$ cat config.mk
export PLATFORM = sky130hd
export DESIGN_NAME = mem_wb_pipe_flat
export DESIGN_NICKNAME = d
export VERILOG_FILES = /design/src/rtl/mem_wb_pipe_if.sv /design/src/rtl/mem_wb_pipe.sv /design/src/flat_wrapper.sv
export SDC_FILE = /design/constraint.sdc
export NUM_CORES = 1
export LEC_CHECK = 0
export CAP_MARGIN = 20
export CORE_ASPECT_RATIO = 0.9
export CORE_UTILIZATION = 52
export CTS_CLUSTER_DIAMETER = 50
export DETAILED_ROUTE_END_ITERATION = 12
export PLACE_DENSITY = 0.83
export REMOVE_ABC_BUFFERS = 1
export SYNTH_ARGS = -nofsm -noshare
export SYNTH_HDL_FRONTEND = slang
export SYNTH_SLANG_ARGS = --single-unit
export TNS_END_PERCENT = 10
$ cat constraint.sdc
create_clock -name clk -period 2.8 [get_ports clk]
set_clock_uncertainty 0.1 [all_clocks]
set_input_delay 0.84 -clock clk [delete_from_list [all_inputs] [get_ports clk]]
set_output_delay 0.84 -clock clk [all_outputs]
set_load 0.02 [all_outputs]
$ cat src/rtl/mem_wb_pipe_if.sv
// Handshake and payload bundle between the memory stage, mem_wb_pipe and the writeback port.
// master = upstream/writeback side, slave = the pipeline stage itself.
interface mem_wb_pipe_if #(
    parameter int DATA_W = 32,
    parameter int RA_W   = 5,
    parameter int SEL_W  = 4
);
    // Upstream (memory stage) side
    logic              in_valid_i;
    logic              in_ready_o;
    logic [RA_W-1:0]   wa_i;
    logic              we_i;
    logic [DATA_W-1:0] wdata_i;
    logic [DATA_W-1:0] dmemdata_i;
    logic [1:0]        byte_off_i;
    logic [SEL_W-1:0]  LD_sel_i;

    // Downstream (writeback) side
    logic              out_valid_o;
    logic              out_ready_i;
    logic [RA_W-1:0]   wa_o;
    logic              we_o;
    logic [DATA_W-1:0] wb_data_o;
    logic [SEL_W-1:0]  LD_sel_o;

    modport master (
        output in_valid_i, wa_i, we_i, wdata_i, dmemdata_i, byte_off_i, LD_sel_i,
        output out_ready_i,
        input  in_ready_o,
        input  out_valid_o, wa_o, we_o, wb_data_o, LD_sel_o
    );

    modport slave (
        input  in_valid_i, wa_i, we_i, wdata_i, dmemdata_i, byte_off_i, LD_sel_i,
        input  out_ready_i,
        output in_ready_o,
        output out_valid_o, wa_o, we_o, wb_data_o, LD_sel_o
    );
endinterface

$ cat src/rtl/mem_wb_pipe.sv
// MEM->WB pipeline stage: two-entry skid buffer with valid/ready handshake and synchronous flush.
// Define MEM_WB_LOAD_ALIGN_EN to do load byte/halfword extraction and sign extension here.
module mem_wb_pipe #(
    parameter int DATA_W = 32,
    parameter int RA_W   = 5,
    parameter int SEL_W  = 4
) (
    input  logic         clk,
    input  logic         rst,
    input  logic         flush_i,
    mem_wb_pipe_if.slave bus
);

    localparam logic [SEL_W-1:0] SEL_LB  = SEL_W'(1);
    localparam logic [SEL_W-1:0] SEL_LH  = SEL_W'(2);
    localparam logic [SEL_W-1:0] SEL_LW  = SEL_W'(3);
    localparam logic [SEL_W-1:0] SEL_LBU = SEL_W'(4);
    localparam logic [SEL_W-1:0] SEL_LHU = SEL_W'(5);

    typedef struct packed {
        logic [RA_W-1:0]   wa;
        logic              we;
        logic [DATA_W-1:0] wdata;
        logic [DATA_W-1:0] dmem;
        logic [1:0]        off;
        logic [SEL_W-1:0]  sel;
    } entry_t;

    // EMPTY: nothing held, ONE: main only, TWO: main and skid
    typedef enum logic [1:0] {
        ST_EMPTY = 2'd0,
        ST_ONE   = 2'd1,
        ST_TWO   = 2'd2
    } state_e;

    state_e state_q, state_d;
    logic   in_ready_q, in_ready_d;
    entry_t main_q, main_d;
    entry_t skid_q, skid_d;
    entry_t in_entry;
    logic   main_valid;
    logic   accept;
    logic   pop;

`ifdef MEM_WB_LOAD_ALIGN_EN
    function automatic logic [DATA_W-1:0] wb_select(
        input logic [SEL_W-1:0]  sel,
        input logic [DATA_W-1:0] wdata,
        input logic [DATA_W-1:0] dmem,
        input logic [1:0]        off
    );
        logic [7:0]        b;
        logic [15:0]       h;
        logic [DATA_W-1:0] r;
        b = dmem[{off, 3'b000} +: 8];
        h = off[1] ? dmem[31:16] : dmem[15:0];
        case (sel)
            SEL_LB:  r = {{(DATA_W-8){b[7]}}, b};
            SEL_LBU: r = {{(DATA_W-8){1'b0}}, b};
            SEL_LH:  r = {{(DATA_W-16){h[15]}}, h};
            SEL_LHU: r = {{(DATA_W-16){1'b0}}, h};
            SEL_LW:  r = dmem;
            default: r = wdata;
        endcase
        return r;
    endfunction

    assign bus.wb_data_o = wb_select(main_q.sel, main_q.wdata, main_q.dmem, main_q.off);
`else
    // Raw word goes through; the writeback side aligns using its own copy of the offset.
    function automatic logic [DATA_W-1:0] wb_select(
        input logic [SEL_W-1:0]  sel,
        input logic [DATA_W-1:0] wdata,
        input logic [DATA_W-1:0] dmem
    );
        logic [DATA_W-1:0] r;
        case (sel)
            SEL_LB, SEL_LH, SEL_LW, SEL_LBU, SEL_LHU: r = dmem;
            default:                                  r = wdata;
        endcase
        return r;
    endfunction

    logic unused_off;
    assign unused_off    = ^main_q.off;
    assign bus.wb_data_o = wb_select(main_q.sel, main_q.wdata, main_q.dmem);
`endif

    assign in_entry = '{
        wa:    bus.wa_i,
        we:    bus.we_i,
        wdata: bus.wdata_i,
        dmem:  bus.dmemdata_i,
        off:   bus.byte_off_i,
        sel:   bus.LD_sel_i
    };

    assign main_valid = (state_q != ST_EMPTY);

    // Flush masks the handshake so payload registers stay untouched on that edge.
    assign accept = bus.in_valid_i & in_ready_q & ~flush_i;
    assign pop    = main_valid & bus.out_ready_i & ~flush_i;

    always_comb begin
        state_d = state_q;
        main_d  = main_q;
        skid_d  = skid_q;
        case (state_q)
            ST_EMPTY: begin
                if (accept) begin
                    main_d  = in_entry;
                    state_d = ST_ONE;
                end
            end
            ST_ONE: begin
                if (accept && pop) begin
                    main_d = in_entry;
                end else if (accept) begin
                    skid_d  = in_entry;
                    state_d = ST_TWO;
                end else if (pop) begin
                    state_d = ST_EMPTY;
                end
            end
            ST_TWO: begin
                if (pop) begin
                    main_d  = skid_q;
                    state_d = ST_ONE;
                end
            end
            default: state_d = ST_EMPTY;
        endcase
        if (flush_i) begin
            state_d = ST_EMPTY;
        end
        // Ready is precomputed for next cycle so it never depends on out_ready_i combinationally.
        in_ready_d = (state_d != ST_TWO);
    end

    always_ff @(posedge clk or negedge rst) begin
        if (!rst) begin
            state_q    <= ST_EMPTY;
            in_ready_q <= 1'b1;
            main_q     <= '0;
            skid_q     <= '0;
        end else begin
            state_q    <= state_d;
            in_ready_q <= in_ready_d;
            main_q     <= main_d;
            skid_q     <= skid_d;
        end
    end

    assign bus.in_ready_o  = in_ready_q;
    assign bus.out_valid_o = main_valid;
    assign bus.we_o        = main_q.we & main_valid;
    assign bus.wa_o        = main_q.wa;
    assign bus.LD_sel_o    = main_q.sel;

endmodule

$ cat src/flat_wrapper.sv
// flat-port wrapper written by rule: the top's interface ports become plain ports
module mem_wb_pipe_flat 
#(
    parameter int DATA_W = 32,
    parameter int RA_W   = 5,
    parameter int SEL_W  = 4
)
  (clk, rst, flush_i, bus_in_valid_i, bus_wa_i, bus_we_i, bus_wdata_i, bus_dmemdata_i, bus_byte_off_i, bus_LD_sel_i, bus_out_ready_i, bus_in_ready_o, bus_out_valid_o, bus_wa_o, bus_we_o, bus_wb_data_o, bus_LD_sel_o);
  mem_wb_pipe_if #(.DATA_W(DATA_W), .RA_W(RA_W), .SEL_W(SEL_W)) bus_i ();
  input  logic clk;
  input  logic rst;
  input  logic flush_i;
  input wire logic [$bits(bus_i.in_valid_i)-1:0] bus_in_valid_i;
  input wire logic [$bits(bus_i.wa_i)-1:0] bus_wa_i;
  input wire logic [$bits(bus_i.we_i)-1:0] bus_we_i;
  input wire logic [$bits(bus_i.wdata_i)-1:0] bus_wdata_i;
  input wire logic [$bits(bus_i.dmemdata_i)-1:0] bus_dmemdata_i;
  input wire logic [$bits(bus_i.byte_off_i)-1:0] bus_byte_off_i;
  input wire logic [$bits(bus_i.LD_sel_i)-1:0] bus_LD_sel_i;
  input wire logic [$bits(bus_i.out_ready_i)-1:0] bus_out_ready_i;
  output wire logic [$bits(bus_i.in_ready_o)-1:0] bus_in_ready_o;
  output wire logic [$bits(bus_i.out_valid_o)-1:0] bus_out_valid_o;
  output wire logic [$bits(bus_i.wa_o)-1:0] bus_wa_o;
  output wire logic [$bits(bus_i.we_o)-1:0] bus_we_o;
  output wire logic [$bits(bus_i.wb_data_o)-1:0] bus_wb_data_o;
  output wire logic [$bits(bus_i.LD_sel_o)-1:0] bus_LD_sel_o;
  assign bus_i.in_valid_i = bus_in_valid_i;
  assign bus_i.wa_i = bus_wa_i;
  assign bus_i.we_i = bus_we_i;
  assign bus_i.wdata_i = bus_wdata_i;
  assign bus_i.dmemdata_i = bus_dmemdata_i;
  assign bus_i.byte_off_i = bus_byte_off_i;
  assign bus_i.LD_sel_i = bus_LD_sel_i;
  assign bus_i.out_ready_i = bus_out_ready_i;
  assign bus_in_ready_o = bus_i.in_ready_o;
  assign bus_out_valid_o = bus_i.out_valid_o;
  assign bus_wa_o = bus_i.wa_o;
  assign bus_we_o = bus_i.we_o;
  assign bus_wb_data_o = bus_i.wb_data_o;
  assign bus_LD_sel_o = bus_i.LD_sel_o;
  mem_wb_pipe #(.DATA_W(DATA_W), .RA_W(RA_W), .SEL_W(SEL_W)) u_core (.clk(clk), .rst(rst), .flush_i(flush_i), .bus(bus_i));
endmodule
==> results_dict.tcl, run 1 <==
set metrics [dict create \
    synthToLayoutAreaGrowth_pct 33.07 \
    vias 4517 \
    yosysWarningCount 0 \
    slew_headroom 0.5908 \
    worst-path-max-fanout 6 \
    crit_chain "o31ai_4, buf_6, clkbuf_16, mux2_4, buf_6" \
    io_buffers 122 \
    die_w_um 122.2 \
    synth.mux.area_fraction 0.2863 \
    root_buffer "clkbuf_16" \
    arrival_ns 1.95 \
    synth.most_common_cell "dfrtp_1" \
    gp_congestion 0.7414 \
    fin_hold_ws_ns 0.3123 \
    hp-class "in2async" \
    ff2ff_path_depth 5 \
    ant_nets 0 \
    cts_inserted_buffers 17 \
    timing.fmax_ghz 0.3466 \
    globalRouteOverflowTotal 0 \
    maxSlewViolCount 0 \
    crit_required_ns 1.86 \
    violations "setup timing" \
    status "finished with violations" \
    ys_ff_latch 151 \
    syn-cell-area_um2 6756 \
    design_area_um2 8991 \
    path_delay_family "buffers and inverters" \
    grt_max_degree 85 \
    vdd_drop_max_mv 0.5263 \
    fin_total_pwr_mw 7.220 \
    p_leak_nw 3.796 \
    hpwl_um 8714 \
    synth_xor_xnor_area_share 0.001296 \
    worst-path-stages 5 \
    first_global_vias 4565 \
    coreArea_um2 12690 \
    path_clk_slew_ns 0.06 \
    finalHoldViolations 0 \
    h-tree-depth 4 \
    syn_avg_cell_area_um2 12.47 \
    wl_per_cell_um 17.02 \
    synth_cell_type_count 22 \
    cp_common_cell "buf_6" \
    yosysSeqAreaShare 0.5594 \
    ios 125 \
    cts_tree "done" \
    drv_cap 0 \
    period_minus_slack_ns 2.885 \
    viasPerCell 5.416 \
    critPathMaxStageDelay_ns 0.43 \
    setup_ws_ns -0.08531 \
    grt_pass1_wl_um 22070 \
    cp-start-kind "flip-flop" \
    grt_use_total 0.2166 \
    synth_simple_gate_area_frac 0.05111 \
    clk_path_buf_depth 2 \
    clock-sinks 151 \
    async_flop_share 1.000 \
    placed_area_um2 8157 \
    synth_top_family_by_area "multiplexers" \
    timing.final.crit_share 1.030 \
    diodes 0 \
    finalSetupViolations 31 \
    critPathBufInv 3 \
    powerDensity_nw_per_um2 803.0 \
    drtPass1Iterations 5 \
    drive_gt1_frac 0.2925 \
    die-height_um 110.1 \
    end_kind "output port" \
    synth_top_area_share 0.5556 \
    layout.nets 738 \
    syn_inst 542 \
    synth_common_cells "dfrtp_1, mux2_2, nor2_1" \
    worst_path_max_delay_cell "dfrtp_1" \
    path_class "reg2out" \
    synth-edff-count 0 \
    tightestPinTransition_ns 0.6138 \
    rsz0062_at_grt "true" \
    wl_um 14200 \
    synth-compound-area-share 0.06185 \
    post-place-ws_ns -0.03105 \
    dieArea_um2 13450 \
    clkLatencyLatePin_ns 0.42 \
    antenna_found_initial 0 \
    ys.flop_type "dfrtp_1" \
    drc 0 \
    initial_utilization 0.5325 \
    synth_adder_area_share 0 \
    synth_area_leaders "dfrtp_1, mux2_2, mux2i_1" \
    synth_area_leader_cell "dfrtp_1" \
    drtIter0Drc 187 \
    row_count 39 \
]
-- state kept, by name, indices dropped and copies added (netlist names) --
register / flops
u_core.bus.wa_o: 5
u_core.main_q: 65
u_core.skid_q: 74
u_core.bus.LD_sel_o: 4
u_core.bus.in_ready_o: 1
u_core.state_q: 2
-- worst register-to-register path, delay by kind of cell (launching register included) --
family	cells	cell delay [ns]
flip-flops	1	0.52
AND/OR/NAND/NOR	2	0.27
AO/OA/AOI/OAI	2	0.65
buffers and inverters	1	0.36
-- per-layer routing --
| layer | vias up | global-route usage | wire length (um) |
|---|---|---|---|
| li1 | 2127 | - | - |
| met1 | 2275 | 0.2624 | 6046 |
| met2 | 98 | 0.3680 | 7242 |
| met3 | 17 | 0.06533 | 717 |
| met4 | 0 | 0.07666 | 191 |
| met5 | - | 0 | 0 |
-- report_power, final --
group,internal [mW],switching (mW),total [mW]
Sequential,2.72,0.297,3.02
Clock,1.45,0.859,2.31
Combinational,1.09,0.806,1.89
Total,5.26,1.96,7.22
-- layout by cell type (no fill, tap or decap), types with 2 or more instances in the layout --
cell type	netlist	final
buf_12	0	10
clkbuf_16	0	18
nor2_1	77	77
clkinv_2	0	5
mux2_4	0	26
mux2_2	104	79
a21oi_1	76	75
dfrtp_1	150	149
buf_8	0	2
buf_6	0	32
mux2i_1	74	74
buf_4	19	5
buf_2	24	2
bufinv_16	0	2
clkdlybuf4s50_1	0	88
clkbuf_8	0	6
-- what timing repair did --
action / 4_1_cts / 5_1_grt
gates resized for setup: 139 / 87
gates cloned: 0 / 1
endpoints found under the setup margin: 33 / 32
setup buffers: 6 / 0
hold buffers: 0 / 0
pin swaps: 1 / 1
-- metrics by stage --
| stage | cells | utilization | TNS (ns) |
|---|---|---|---|
| after CTS | 833 | 0.6838 | -3.956 |
| after global routing | 834 | 0.7087 | -4.324 |
| after floorplan | 497 | - | -446.88 |
| final | 834 | 0.7087 | -2.161 |
| after detailed placement | 795 | 0.6429 | -0.2273 |
| after global placement | 795 | 0.6429 | -0.05740 |
-- final cells by class --
type,instances,area (um^2)
clock buffer,24,511.7
clock inverter,8,92.59
fill,875,3696
multi-input combinational,346,2848
sequential,151,3781
tap,164,205.2
timing repair buffer,141,1553
-- cells by family after synthesis --
logic type,Yosys count
compound gates,79
buf+inv,45
mux,180
flops,151
simple gates,86
xor+xnor,1
-- final timing paths --
check,slack (ns),end,from
worst max-delay path,-0.09,bus_wb_data_o[4],u_core.bus.LD_sel_o[1]
worst min-delay path,0.31,u_core.skid_q[18],rst
worst max register to register,0.83,u_core.main_q[32],u_core.bus.in_ready_o
worst min register to register,0.40,u_core.skid_q[40],u_core.skid_q[40]
max in group asynchronous,1.60,u_core.bus.LD_sel_o[2],rst
min in group clk,0.40,u_core.skid_q[40],u_core.skid_q[40]
Note: power is estimated with default switching activity, not from simulation.
==> run 2: changes to the inputs <==
- ABC_AREA: default -> 1
- CORE_UTILIZATION: 52 -> 54
- PLACE_DENSITY: 0.83 -> 0.85
==> results_dict.tcl, run 2 <==
set metrics [dict create \
    synthToLayoutAreaGrowth_pct 24.02 \
    wl_per_cell_um 14.52 \
    path_clk_slew_ns 0.06 \
    nFillCells 1086 \
    pwr-share-comb 0.279 \
    dieArea_um2 14610 \
    synth_area_leader_cell "dfrtp_1" \
    async_flop_share 1.000 \
    timing.final.crit_share 0.9989 \
    ys_ff_latch 151 \
    wl_um 19060 \
    grt_use_total 0.2757 \
    powerDensity_nw_per_um2 759.2 \
    diodes 0 \
    vias 6876 \
    hp-class "in2async" \
    drive_gt1_frac 0.08986 \
    setup_ws_ns 0.003039 \
    layout_common_cells "nand2_1, nand3_1, dfrtp_1" \
    synth_top_area_share 0.4920 \
    path_delay_family "buffers and inverters" \
    r2r_setup_slack_ns 0.84 \
    syn-cell-area_um2 7630 \
    drc 0 \
    path_class "reg2out" \
    synth.most_common_cell "nand2_1" \
    fin_setup_tns_ns 0 \
    tightestPinTransition_ns 0.6351 \
    top_layer "met4" \
    synth-compound-area-share 0.05182 \
    die_w_um 127.3 \
    largest_register "u_core.skid_q" \
    syn_inst 1027 \
    drv_cap 0 \
    crit_chain "a21oi_4, buf_4, buf_12, nand3_1, nand2_1, clkdlybuf4s15_2" \
    gp_congestion 0.7946 \
    worst-path-max-fanout 12 \
    synth_simple_gate_area_frac 0.3450 \
    cts_hold_buf 0 \
    row_count 40 \
    critPathBufInv 3 \
    layout.nets 1193 \
    post-place-ws_ns 0.1187 \
    worst_path_max_delay_cell "dfrtp_2" \
    finalHoldViolations 0 \
    vdd_drop_max_mv 0.5908 \
    register_area_um2 3785 \
    multi_input_area_um2 3068 \
    wl_met3_um 1582 \
    arrival_ns 1.86 \
    synth_xor_xnor_area_share 0 \
    ios 125 \
    slew_headroom 0.5766 \
    seqPwrFrac 0.422 \
    ff2ff_path_depth 8 \
    sw_frac_of_total 0.3230 \
    syn_avg_cell_area_um2 7.429 \
    viasPerCell 5.237 \
    end_kind "output port" \
    maxSlewViolCount 0 \
    antenna_found_initial 0 \
    crit_required_ns 1.86 \
    synth_adder_area_share 0 \
    p_leak_nw 5.132 \
    first_global_vias 6581 \
    largest_reg_flops 74 \
    startpoint "u_core.bus.LD_sel_o[2]" \
    root_buffer "clkbuf_16" \
    fin_hold_ws_ns 0.1723 \
    die-height_um 114.8 \
    p_sw_mw 2.320 \
    synth-edff-count 0 \
    rsz0062_at_grt "true" \
    p_clk_frac 0.298 \
    synth_area_leaders "dfrtp_1, nand2_1, nand3_1" \
    reg2reg_from "u_core.state_q[0]" \
    grt_pass1_wl_um 31600 \
    ys.flop_type "dfrtp_1" \
    drtPass1Iterations 5 \
    clkLatencyLatePin_ns 0.42 \
    drt-met1-wl_um 8243 \
    timing.fmax_ghz 0.3575 \
    synth_common_cells "nand2_1, nand3_1, dfrtp_1" \
    grt_max_degree 70 \
    layout_commonest_cell "nand2_1" \
    ant_nets 0 \
    synth.mux.area_fraction 0 \
    period_minus_slack_ns 2.797 \
    initial_utilization 0.5625 \
    status "complete, no violations" \
    clock-sinks 151 \
    yosysSeqAreaShare 0.4954 \
    cts_tree "done" \
    synth_top_family_by_area "simple AND/OR/NAND/NOR gates" \
    intPower_mw 4.864 \
    critPathMaxStageDelay_ns 0.44 \
    hpwl_um 11510 \
    h-tree-depth 4 \
    synth_cell_type_count 21 \
    coreArea_um2 13560 \
    cts_inserted_buffers 17 \
    io_buffers 122 \
    worstReg2RegEnd "u_core.state_q[1]" \
    clk_path_buf_depth 2 \
    yosysWarningCount 0 \
    finalSetupViolations 0 \
    globalRouteOverflowTotal 0 \
    cp-start-kind "flip-flop" \
    route.met2.wl_um 9083 \
    drtIter0Drc 670 \
]
run 2: cell count changes after synthesis, sizes merged, moves of 72 or more:
cell / change
inv: +79
mux2: -106
nor2: -72
nand2: +448
nand3: +182
o21ai: +75
mux2i: -74
a21oi: -75
run 2: layout make-up:
class,instances,share of cell area
tap,189,0.02499
clock buffer,28,0.05355
clock inverter,3,0.004231
multi-input combinational,714,0.3242
inverter,79,0.03134
sequential,151,0.4000
timing repair buffer,149,0.1617
run 2: metrics by stage:
stage / std cells / power (mW) / utilization / instance area (um^2)
2_1_floorplan: 944 / 4.121 / - / 7104
3_3_place_gp: 1280 / 5.063 / 0.6597 / 8947
3_5_place_dp: 1280 / 5.132 / 0.6597 / 8947
4_1_cts: 1312 / 7.212 / 0.7015 / 9514
5_1_grt: 1313 / 7.598 / 0.6977 / 9463
6_report: 1313 / 7.184 / 0.6977 / 9463
run 2: timing repair:
| action | CTS | global route |
|---|---|---|
| endpoints found under the setup margin | 32 | 31 |
| pin swaps | 1 | 2 |
| endpoints found under the hold margin | 0 | 0 |
| gates resized for setup | 95 | 19 |
| cloned | 0 | 1 |
| setup buffers | 1 | 0 |
run 2: worst max-delay path by stage:
| stage | to | slack (ns) | cells past startpoint |
|---|---|---|---|
| floorplan | u_core.bus.LD_sel_o[0] | -1.90 | 6 |
| CTS | bus_wb_data_o[5] | 0.003 | 7 |
| detailed placement | bus_wb_data_o[5] | 0.12 | 7 |
| finish | bus_wb_data_o[9] | 0.003 | 6 |
| global route | bus_wb_data_o[3] | -0.07 | 7 |
| global placement | bus_wb_data_o[5] | 0.12 | 7 |
run 2: power by group through the flow:
stage | clock network, mW | registers [mW] | logic [mW]
floorplan | 0 | 3.03 | 1.09
finish | 2.14 | 3.03 | 2.01
CTS | 2.16 | 3.02 | 2.03
global route | 2.27 | 3.09 | 2.24
detailed placement | 0 | 3.05 | 2.08
global placement | 0 | 3.03 | 2.03
run 2: logic make-up (layout without fill, tap and decap cells):
logic type | after synthesis | count (layout)
AND/OR/NAND/NOR | 637 | 637
buffers and inverters | 162 | 259
flip-flops | 151 | 151
AO/OA/AOI/OAI | 77 | 77
run 2: worst register-to-register path, stage by stage (launching register included):
cell	delay, ns
dfrtp_1	0.40
inv_2	0.11
buf_4	0.42
nor2_2	0.09
nand3_4	0.28
buf_12	0.25
nand2_1	0.08
nand2_1	0.09
inv_1	0.05
run 2: metal layers:
metal  track usage  vias up
li1              -     3390
met3       0.07306       15
met5             0        -
met1        0.3597     3220
met4       0.07222        0
met2        0.4594      251
==> variant 1, RTL diff (config.mk and constraints of run 1) <==
`RA_W` is set to 5 in 3 places; all go to 10.
--- a/src/rtl/mem_wb_pipe_if.sv
+++ b/src/rtl/mem_wb_pipe_if.sv
@@ -2,7 +2,7 @@
 // master = upstream/writeback side, slave = the pipeline stage itself.
 interface mem_wb_pipe_if #(
     parameter int DATA_W = 32,
-    parameter int RA_W   = 5,
+    parameter int RA_W   = 10,
     parameter int SEL_W  = 4
 );
     // Upstream (memory stage) side
--- a/src/rtl/mem_wb_pipe.sv
+++ b/src/rtl/mem_wb_pipe.sv
@@ -2,7 +2,7 @@
 // Define MEM_WB_LOAD_ALIGN_EN to do load byte/halfword extraction and sign extension here.
 module mem_wb_pipe #(
     parameter int DATA_W = 32,
-    parameter int RA_W   = 5,
+    parameter int RA_W   = 10,
     parameter int SEL_W  = 4
 ) (
     input  logic         clk,
--- a/src/flat_wrapper.sv
+++ b/src/flat_wrapper.sv
@@ -2,7 +2,7 @@
 module mem_wb_pipe_flat 
 #(
     parameter int DATA_W = 32,
-    parameter int RA_W   = 5,
+    parameter int RA_W   = 10,
     parameter int SEL_W  = 4
 )
   (clk, rst, flush_i, bus_in_valid_i, bus_wa_i, bus_we_i, bus_wdata_i, bus_dmemdata_i, bus_byte_off_i, bus_LD_sel_i, bus_out_ready_i, bus_in_ready_o, bus_out_valid_o, bus_wa_o, bus_we_o, bus_wb_data_o, bus_LD_sel_o);
Ports: changed (resized bus_wa_i and bus_wa_o); port bits go from 125 to 135. No check against the original RTL was run, so the function may have changed too.
==> variant 1 against run 1 <==
The run still ends with setup timing left; final area rose by 5.5%; wire length up 8.5%; synthesized cell count grew 6.6%; power rose by 4.5%; synthesized area rose by 6.1%; worst setup slack got worse by 0.0054 ns; sequential share of layout area up 0.45 points; sequential cell count is 10 higher; die area is 6.0% higher; critical endpoint is now bus_wb_data_o[25]; largest cell class unchanged.
==> variant 1: results <==
[outcome]
run_status = "finished with violations"
violations = "setup timing"

[logic_synthesis]
yosys-mux-area-fraction_pct = 28.5
seq_area_frac_synth_pct = 56.2

[setup_path]
regToRegSetupSlack_ns = 0.77
crit-reg2reg-capture = "u_core.main_q[35]"
worst-path-max-fanout = 7

[final_layout]
layoutNonFillerInstCount = 880
drive_gt1_share_pct = 28.2
layout.non_clock_buffers = 154
clk_share_pct = 6.28
area_of_the_multi_input_gates_sq_um = 3000
nNetsFinal = 786
fillers = 912
multi_input_comb_cells = 366

[timing]
worst_hold_margin_ns = 0.310
setup_viol = 32
worst_pin_slew_ns = 0.725
layout_setup_ws_ns = -0.0907

[clocking]
clkSinkCount = 161

[placement]
portBuffers = 132
dp.cells = 844
hpwl_mm = 9.62

[global_routing]
globalRouteMet3Util_pct = 7.46
grt_first_pass_wirelength_mm = 24.8
grt.met2_usage_pct = 37.5
number_of_global_route_vias_before_repair = 5049

[power]
maximum_vdd_drop_mv = 0.545
static_leakage_power_nw = 4.00

[routing]
totalWireLength_mm = 15.4
==> variant 1: cell types whose count changed after synthesis, sizes merged <==
cell | run 1 | this run
dfrtp | 150 | 160
a21oi | 76 | 81
buf | 43 | 48
mux2 | 106 | 111
mux2i | 74 | 79
nor2 | 77 | 82
clkbuf | 2 | 3
==> variant 1: repair_timing <==
action,CTS,global route
setup buffers,2,0
gates resized for setup,148,65
endpoints found under the setup margin,33,32
cloned,1,2
pin swaps,1,1
hold endpoints to repair,0,0
==> variant 1: metrics by stage <==
step	util, %	setup TNS, ns	area, sq um	worst slack [ns]
6_report	70.7	-1.91	9490	-0.0907
5_1_grt	70.7	-4.03	9490	-0.157
4_1_cts	68.8	-4.04	9220	-0.159
3_5_place_dp	64.8	-0.419	8690	-0.0450
3_3_place_gp	64.8	-0.285	8690	-0.0289
2_1_floorplan	-	-551.59	6880	-5.03
==> variant 2, RTL diff (settings of run 1) <==
Without the edit above. The 3 states of `state_e` get a one-hot encoding in 3 bits.
--- a/src/rtl/mem_wb_pipe.sv
+++ b/src/rtl/mem_wb_pipe.sv
@@ -27,10 +27,10 @@
     } entry_t;
 
     // EMPTY: nothing held, ONE: main only, TWO: main and skid
-    typedef enum logic [1:0] {
-        ST_EMPTY = 2'd0,
-        ST_ONE   = 2'd1,
-        ST_TWO   = 2'd2
+    typedef enum logic [2:0] {
+        ST_EMPTY = 3'b001,
+        ST_ONE   = 3'b010,
+        ST_TWO   = 3'b100
     } state_e;
 
     state_e state_q, state_d;
Formal check against the unedited RTL: same outputs for any inputs over 4 cycles, from zero or initial values and one cycle with rst low; so few cycles prove little.
==> variant 2 against run 1 <==
The run still ends with setup timing left; final area grew 6.9%; worst setup slack better by 0.0094 ns; power is 2.8% higher; worst hold slack better by 0.016 ns; sequential cell count grew 1; wire length up 9.2%; synthesized area grew 10%; largest cell class unchanged; register-to-register slack worse by 0.52 ns.
==> variant 2: results <==
[final_layout]
fillers = 974
register_name_with_the_most_flops = "u_core.skid_q"
nNetsFinal = 680
drive_gt1_share_pct = 54.2

[setup_path]
timing.critical_path.slowest_stage_cell = "sky130_fd_sc_hd__dfrtp_2"
regToRegSetupSlack_ns = 0.31
worst-path-max-fanout = 15
cpLargestDelayFamily = "flip-flops"
reg2reg_from = "u_core.state_q[1]"
crit-reg2reg-capture = "u_core.main_q[46]"

[placement]
portBuffers = 122
dp.cells = 769
post_dp_area_sq_um = 8860
hpwl_mm = 9.53
place_ws_ns = -0.446
gp_routability_congestion = 0.778

[logic_synthesis]
post_synth_fa_ha_maj_area_fraction_pct = 0
syn_area_per_cell_sq_um = 15.9
postSynth.topFlopCell = "sky130_fd_sc_hd__dfrtp_1"
unique_masters_post_synth = 30
synthXorXnorAreaFrac_pct = 0.235
yosys-top-cells-count = "sky130_fd_sc_hd__mux2_2 (172), sky130_fd_sc_hd__dfrtp_1 (150), sky130_fd_sc_hd__mux2_4 (59), sky130_fd_sc_hd__mux2_1 (23), sky130_fd_sc_hd__buf_6 (12)"
synth_area_leaders = "sky130_fd_sc_hd__dfrtp_1 (50%), sky130_fd_sc_hd__mux2_2 (26%), sky130_fd_sc_hd__mux2_4 (12%), sky130_fd_sc_hd__mux2_1 (3.5%), sky130_fd_sc_hd__buf_12 (1.9%)"
post_synthesis_compound_gate_area_fraction_pct = 0.722
seq_area_frac_synth_pct = 51.1

[global_routing]
grt_usage_pct = 22.5
grt_start_max_net_pins = 71
number_of_global_route_vias_before_repair = 4789

[outcome]
violations = "setup timing"
run_status = "finished with violations"

[power]
maximum_vdd_drop_mv = 0.524
static_leakage_power_nw = 4.45

[routing]
post_drt_wl_per_cell_um = 19.3
route.detailed.vias_per_inst = 5.31
vias_after_detailed_routing = 4273
detail_route.first_pass.iterations = 8
dr.first_iter.drc_count = 198

[clocking]
cts_htree_levels = 4

[timing]
worst_hold_margin_ns = 0.328
worst_pin_slew_ns = 0.911
setup_viol = 32
tns_ns = -1.68
layout_setup_ws_ns = -0.0759
variant 2: changes by cell type in the layout (fill, tap and decap cells not counted), sizes merged, moves of 2 or more:
cell           delta
nor2             -76
inv               +2
mux2            +148
and2b             +2
or4               +2
clkdlybuf4s50     -2
clkbuf            -4
nand3b            +2
buf               +7
a31oi             +2
mux2i            -74
a21oi            -74
bufinv            +3
variant 2: logic make-up (layout without fill, tap and decap cells):
logic type | after synthesis | after routing
mux | 254 | 254
simple gates | 16 | 16
compound gates | 7 | 7
buf+inv | 38 | 181
flops | 152 | 152
xor+xnor | 2 | 2
variant 2: worst max-delay path by stage:
| stage | slack, ns | depth (start not counted) | end |
|---|---|---|---|
| finish | -0.08 | 4 | bus_wb_data_o[13] |
| CTS | -0.13 | 5 | bus_wb_data_o[13] |
| global placement | -0.37 | 5 | u_core.main_q[47] |
| global route | -0.14 | 4 | bus_wb_data_o[13] |
| floorplan | -5.06 | 3 | u_core.bus.LD_sel_o[3] |
| detailed placement | -0.45 | 5 | u_core.main_q[47] |
variant 2: report_power, final:
group / internal, W / switching (W)
Combinational: 0.00124 / 0.000856
Clock: 0.00163 / 0.000892
Sequential: 0.00258 / 0.000230
Total: 0.00544 / 0.00198
variant 2: area by class of cell:
class	instances	area [sq um]	area share [%]
well taps	193	241	2.51
clock inverters	12	198	2.06
inverters	2	7.51	0.0781
clock buffers	20	457	4.75
multi-input cells	279	3360	34.9
repair buffers	147	1540	16.0
flip-flops and latches	152	3810	39.6
variant 2: timing repair:
action,4_1_cts,5_1_grt
resized for setup,155,42
cloned,1,1
setup buffers,3,0
setup endpoints to repair,35,53
pin swaps,1,1
variant 2: layer usage:
layer	global-route usage [%]	routed length, um	up-vias
li1	-	-	1946
met1	27.2	6830	2216
met2	38.4	7700	95
met3	7.16	816	16
met4	7.06	162	0
met5	0	0	-
